--- config.mk ---
export PLATFORM = sky130hd
export DESIGN_NAME = mem_wb_pipe_stage
export DESIGN_NICKNAME = d
export VERILOG_FILES = /design/src/rtl/mem_wb_pipe_stage.sv
export SDC_FILE = /design/constraint.sdc
export NUM_CORES = 1
export LEC_CHECK = 0
export BUFFER_PORTS_ARGS = -buffer_cell sky130_fd_sc_hd__buf_2
export CAP_MARGIN = 20
export CORE_ASPECT_RATIO = 0.75
export CORE_MARGIN = 2
export CORE_UTILIZATION = 46
export DETAILED_ROUTE_END_ITERATION = 7
export PLACE_DENSITY = 0.81
export SYNTH_ARGS = -nofsm -noshare
export SYNTH_HDL_FRONTEND = slang
export SYNTH_SLANG_ARGS = --single-unit
export TNS_END_PERCENT = 30
--- constraint.sdc ---
create_clock -name clk -period 1.6 [get_ports clk]
set_clock_uncertainty 0.2 [all_clocks]
set_input_delay 0.08 -clock clk [delete_from_list [all_inputs] [get_ports clk]]
set_output_delay 0.08 -clock clk [all_outputs]
set_load 0.05 [all_outputs]
--- src/rtl/mem_wb_pipe_stage.sv ---
// MEM/WB elastic pipeline stage: valid/ready handshake, synchronous flush and write-back mux.
// Define PIPE_SKID_EN for the EMPTY/FULL/SKID variant with a second (skid) entry register.
module mem_wb_pipe_stage #(
   parameter int DATA_W = 32,
   parameter int REG_W  = 5
) (
   input  logic              clk,
   input  logic              reset,
   input  logic              flush,
   input  logic              in_valid,
   output logic              in_ready,
   input  logic [DATA_W-1:0] memdata_i,
   input  logic [DATA_W-1:0] alures_i,
   input  logic [DATA_W-1:0] pc4_i,
   input  logic [1:0]        memtoreg_i,
   input  logic              regwr_i,
   input  logic [REG_W-1:0]  rf_i,
   output logic              out_valid,
   input  logic              out_ready,
   output logic [DATA_W-1:0] memdata_o,
   output logic [DATA_W-1:0] alures_o,
   output logic [DATA_W-1:0] pc4_o,
   output logic [1:0]        memtoreg_o,
   output logic              regwr_o,
   output logic [REG_W-1:0]  rf_o,
   output logic [DATA_W-1:0] wb_data_o,
   output logic              wb_we_o
);
   localparam int ENT_W = 3*DATA_W + 3 + REG_W;
   localparam int RWR_B = REG_W;

   logic [ENT_W-1:0] in_ent_s;
   logic [ENT_W-1:0] main_q;
   logic             out_valid_q;

   assign in_ent_s  = {memdata_i, alures_i, pc4_i, memtoreg_i, regwr_i, rf_i};
   assign {memdata_o, alures_o, pc4_o, memtoreg_o, regwr_o, rf_o} = main_q;
   assign out_valid = out_valid_q;

`ifdef PIPE_SKID_EN
   typedef enum logic [1:0] {
      ST_EMPTY = 2'd0,
      ST_FULL  = 2'd1,
      ST_SKID  = 2'd2
   } state_e;

   state_e           state_q;
   logic [ENT_W-1:0] skid_q;
   logic             in_ready_q;

   // in_ready comes from a flop, so out_ready never reaches it combinationally
   assign in_ready = in_ready_q;

   // Skid FSM: state, handshake flags, main and skid entries.
   always_ff @(posedge clk) begin
      if (!reset) begin
         state_q     <= ST_EMPTY;
         in_ready_q  <= 1'b1;
         out_valid_q <= 1'b0;
         main_q      <= {ENT_W{1'b0}};
         skid_q      <= {ENT_W{1'b0}};
      end else if (flush) begin
         state_q       <= ST_EMPTY;
         in_ready_q    <= 1'b1;
         out_valid_q   <= 1'b0;
         main_q[RWR_B] <= 1'b0;
         skid_q[RWR_B] <= 1'b0;
      end else begin
         case (state_q)
            ST_EMPTY: begin
               if (in_valid) begin
                  main_q      <= in_ent_s;
                  state_q     <= ST_FULL;
                  out_valid_q <= 1'b1;
               end else begin
                  state_q     <= ST_EMPTY;
               end
            end
            ST_FULL: begin
               if (in_valid && out_ready) begin
                  main_q      <= in_ent_s;
               end else if (in_valid) begin
                  skid_q      <= in_ent_s;
                  state_q     <= ST_SKID;
                  in_ready_q  <= 1'b0;
               end else if (out_ready) begin
                  state_q     <= ST_EMPTY;
                  out_valid_q <= 1'b0;
               end else begin
                  state_q     <= ST_FULL;
               end
            end
            ST_SKID: begin
               if (out_ready) begin
                  main_q      <= skid_q;
                  state_q     <= ST_FULL;
                  in_ready_q  <= 1'b1;
               end else begin
                  state_q     <= ST_SKID;
               end
            end
            default: begin
               state_q     <= ST_EMPTY;
               in_ready_q  <= 1'b1;
               out_valid_q <= 1'b0;
            end
         endcase
      end
   end
`else
   typedef enum logic {
      ST_EMPTY = 1'b0,
      ST_FULL  = 1'b1
   } state_e;

   state_e state_q;
   logic   accept_s;
   logic   drain_s;

   assign in_ready = ~out_valid_q | out_ready;
   assign accept_s = in_valid & in_ready;
   assign drain_s  = out_valid_q & out_ready;

   // Single-register FSM: state, valid flag and main entry.
   always_ff @(posedge clk) begin
      if (!reset) begin
         state_q     <= ST_EMPTY;
         out_valid_q <= 1'b0;
         main_q      <= {ENT_W{1'b0}};
      end else if (flush) begin
         state_q       <= ST_EMPTY;
         out_valid_q   <= 1'b0;
         main_q[RWR_B] <= 1'b0;
      end else begin
         case (state_q)
            ST_EMPTY: begin
               if (accept_s) begin
                  main_q      <= in_ent_s;
                  state_q     <= ST_FULL;
                  out_valid_q <= 1'b1;
               end else begin
                  state_q     <= ST_EMPTY;
               end
            end
            ST_FULL: begin
               if (accept_s) begin
                  main_q      <= in_ent_s;
               end else if (drain_s) begin
                  state_q     <= ST_EMPTY;
                  out_valid_q <= 1'b0;
               end else begin
                  state_q     <= ST_FULL;
               end
            end
            default: begin
               state_q     <= ST_EMPTY;
               out_valid_q <= 1'b0;
            end
         endcase
      end
   end
`endif

   // Write-back select; code 2'b11 forces zero.
   always_comb begin
      wb_data_o = {DATA_W{1'b0}};
      case (memtoreg_o)
         2'b00:   wb_data_o = alures_o;
         2'b01:   wb_data_o = memdata_o;
         2'b10:   wb_data_o = pc4_o;
         default: wb_data_o = {DATA_W{1'b0}};
      endcase
   end

   assign wb_we_o = out_valid_q & regwr_o & (rf_o != {REG_W{1'b0}});

endmodule

==> run metrics <==
Die X-Extent 123 um; EDFF count, synth 0; Reg area about 2100 sq um; kind of critical path reg2out; Fmax between 0.5 and 0.6 GHz; Worst Path Max Fanout 7; Setup TNS -7250 ps; initial drt markers about 420; vias in the first global route ~6.1k; Final Hold Fails 0; period utilization 117%; Async SR Flop Fraction 0%; endpoints failing setup 36; Antenna Cells 0; clk sinks ~110; Worst setup EP type output port; critical-path cell list buf_4, mux2i_2, o21ai_4, buf_4; Detailed Route WL between 20,000 and 25,000 um; initial core utilization 47.4%; Port-buffer cells between 200 and 250; Max Slew Vio Count 0; Max-slew headroom 56.4%; Worst-path clk slew about 70 ps; HPWL Detailed 10,800 um; largest net degree at the start of global routing 65; P_leak between 3 and 4 nW; first drt pass iteration count 5; max-capacitance violation count 0; Reg2Reg Setup Slack -60 ps; Netlist cell types 17; via count about 5.9k; CTS tree done; Residual DRC 0; RSZ-0062 raised after global routing true; die height between 90 and 100 um; fin crit period 1870 ps; area leader, netlist dfxtp_1; dominant synthesized flop cell dfxtp_1; syn_area_per_cell roughly 8.5 sq um; Worst path max stage delay ~450 ps; worst r2r path cells 5; core region area roughly 10,000 sq um; Num CTS Buffers 9; row count 32; Peak supply drop ~0.00073 V; drt wl/cell around 20 um; Power, Total slightly above 7 mW; Req. time, crit path 1320 ps; Seq/Total Area, Yosys between 40% and 50%; min-delay src out_ready; final core utilization between 80 and 90%; Setup crit start kind flip-flop; hold depth 4; Mapped Area between 4000 and 5000 sq um; FF-to-FF Start out_valid$_SDFFE_PP0P_; Final WS setup -270 ps; failing checks negative setup slack; final antenna-violating net count 0; PD cells slightly above 800 nW/um^2; Syn Inst Count roughly 580; top cells by area, synth dfxtp_1 43%, mux2i_1 28%, nand2_1 19%; Reg2Reg Capture Point main_q[63]$_SDFFE_PN0P_; # fillers around 460; global-route wire length before repair approximately 30,000 um; GPL Wtd Cong 0.844; initial antenna violation count 0; flops & latches, synth 106; GR Util All Layers around a third; clock network latency to the later pin of the worst-skew pair roughly 330 ps; CTS H-tree lvls 3; CP dominant cell by count buf_4; top cell type's share of synthesized area a little over two fifths; HP Class in2reg; Yosys warnings 0; arrival time worst endpoint 1590 ps; status complete, but fails checks; die area about 11,000 sq um; CTS root buffer clkbuf_16; Critical-path top delay cell dfxtp_4; worst hold endpoint main_q[5]$_SDFFE_PP0P_; layout cells sized above 1 between 30 and 40%; Nets between 1k and 1.5k; clock buffer depth 2; DR vias/cell about 5.5; area delta synth->final 79.7%; worst-margin pin slew ~650 ps; # IOs around 250; total gr overflow 0; area of the multi-input gates 3150 sq um; Synth Net Count 684
[worst max-delay path: cells and delay by family, from the launching register on]
kind            cells  cell delay [ps]
buf+inv             2              410
mux                 1              330
flops               1              450
compound gates      1               70
[what timing repair did]
action | 4_1_cts | 5_1_grt
gates resized for setup | 63 | 52
endpoints found under the setup margin | 33 | 130
cloned | 0 | 1
hold buffers | 123 | 1
pin swaps | 0 | 1
endpoints found under the hold margin | 106 | 1
buffers inserted | 1 | 3
[final cells by class]
class	instances	share of cell area (%)
multi-input combinational	422	35.8
timing repair buffer	398	34.8
sequential	106	24.3
clock buffer	12	2.91
tap	136	1.93
clock inverter	4	0.284
inverter	1	0.0426
[sequential cells by signal (all words and copies together), names as in the netlist]
| register | count |
|---|---|
| main_q | 104 |
| out_valid | 1 |
| state_q | 1 |
[power by group]
part | total, mW | internal [mW] | switching [mW]
sequential | 2.94 | 2.78 | 0.169
combinational | 2.19 | 0.855 | 1.33
clock | 2.11 | 1.14 | 0.966
[per-layer routing]
| layer | GRT usage [%] | routed length [um] | vias to the layer above |
|---|---|---|---|
| li1 | - | - | 2613 |
| met4 | 19.7 | 1150 | 0 |
| met5 | 0 | 0 | - |
| met1 | 36.8 | 7410 | 2766 |
| met2 | 59.7 | 10900 | 419 |
| met3 | 8.41 | 1900 | 100 |
[worst max path at each step]
stage / depth (start not counted) / slack (ps) / endpoint / startpoint
2_1_floorplan: 6 / -40 / main_q[10]$_SDFFE_PN0P_ / out_valid$_SDFFE_PP0P_
3_3_place_gp: 5 / 90 / wb_data_o[12] / main_q[7]$_SDFFE_PN0P_
3_5_place_dp: 4 / 40 / wb_data_o[18] / main_q[7]$_SDFFE_PN0P_
4_1_cts: 4 / -240 / wb_data_o[19] / main_q[7]$_SDFFE_PN0P_
5_1_grt: 4 / -320 / wb_data_o[31] / main_q[7]$_SDFFE_PN0P_
6_report: 4 / -270 / wb_data_o[30] / main_q[7]$_SDFFE_PN0P_
[cell families after synthesis]
| family | Yosys count | share of synthesized area (%) |
|---|---|---|
| and+or+nand+nor | 249 | 19.6 |
| muxes | 137 | 28.0 |
| DFF | 106 | 43.3 |
| AOI/OAI and AO/OA | 36 | 3.78 |
| buffers and inverters | 47 | 5.29 |
[placed cells by master (no fill, tap or decap), types with 2 or more instances in the layout]
cell type,netlist,routed
mux2i_1,137,103
clkinv_2,0,2
buf_8,0,3
o21ai_2,0,2
nand2_1,242,239
mux2i_4,0,15
dfxtp_1,106,102
dlygate4sd3_1,0,122
buf_2,9,212
clkbuf_8,0,2
buf_6,8,19
clkbuf_16,0,10
a21oi_1,2,2
dfxtp_4,0,3
o21ai_4,0,30
nand2_2,0,2
buf_12,0,13
mux2i_2,0,19
buf_4,3,25
[Yosys cell counts, types with 2 or more instances]
| cell type | n |
|---|---|
| a21oi_1 | 2 |
| buf_2 | 9 |
| buf_4 | 3 |
| buf_6 | 8 |
| clkbuf_1 | 26 |
| dfxtp_1 | 106 |
| mux2i_1 | 137 |
| nand2_1 | 242 |
| nor2b_1 | 2 |
| o21ai_0 | 33 |
[stage by stage]
step | setup WS (ps) | hold slack (ps) | instances | instance area [sq um]
final | -270 | 21.8 | 1079 | 8800
after global routing | -323 | 39.9 | 1079 | 8800
after CTS | -244 | 41.8 | 1075 | 8480
after detailed placement | 44.9 | 131 | 935 | 6740
after global placement | 91.1 | 125 | 935 | 6740
after floorplan | -39.8 | 11.5 | 575 | 5280
Note: power is estimated with default switching activity, not from simulation.
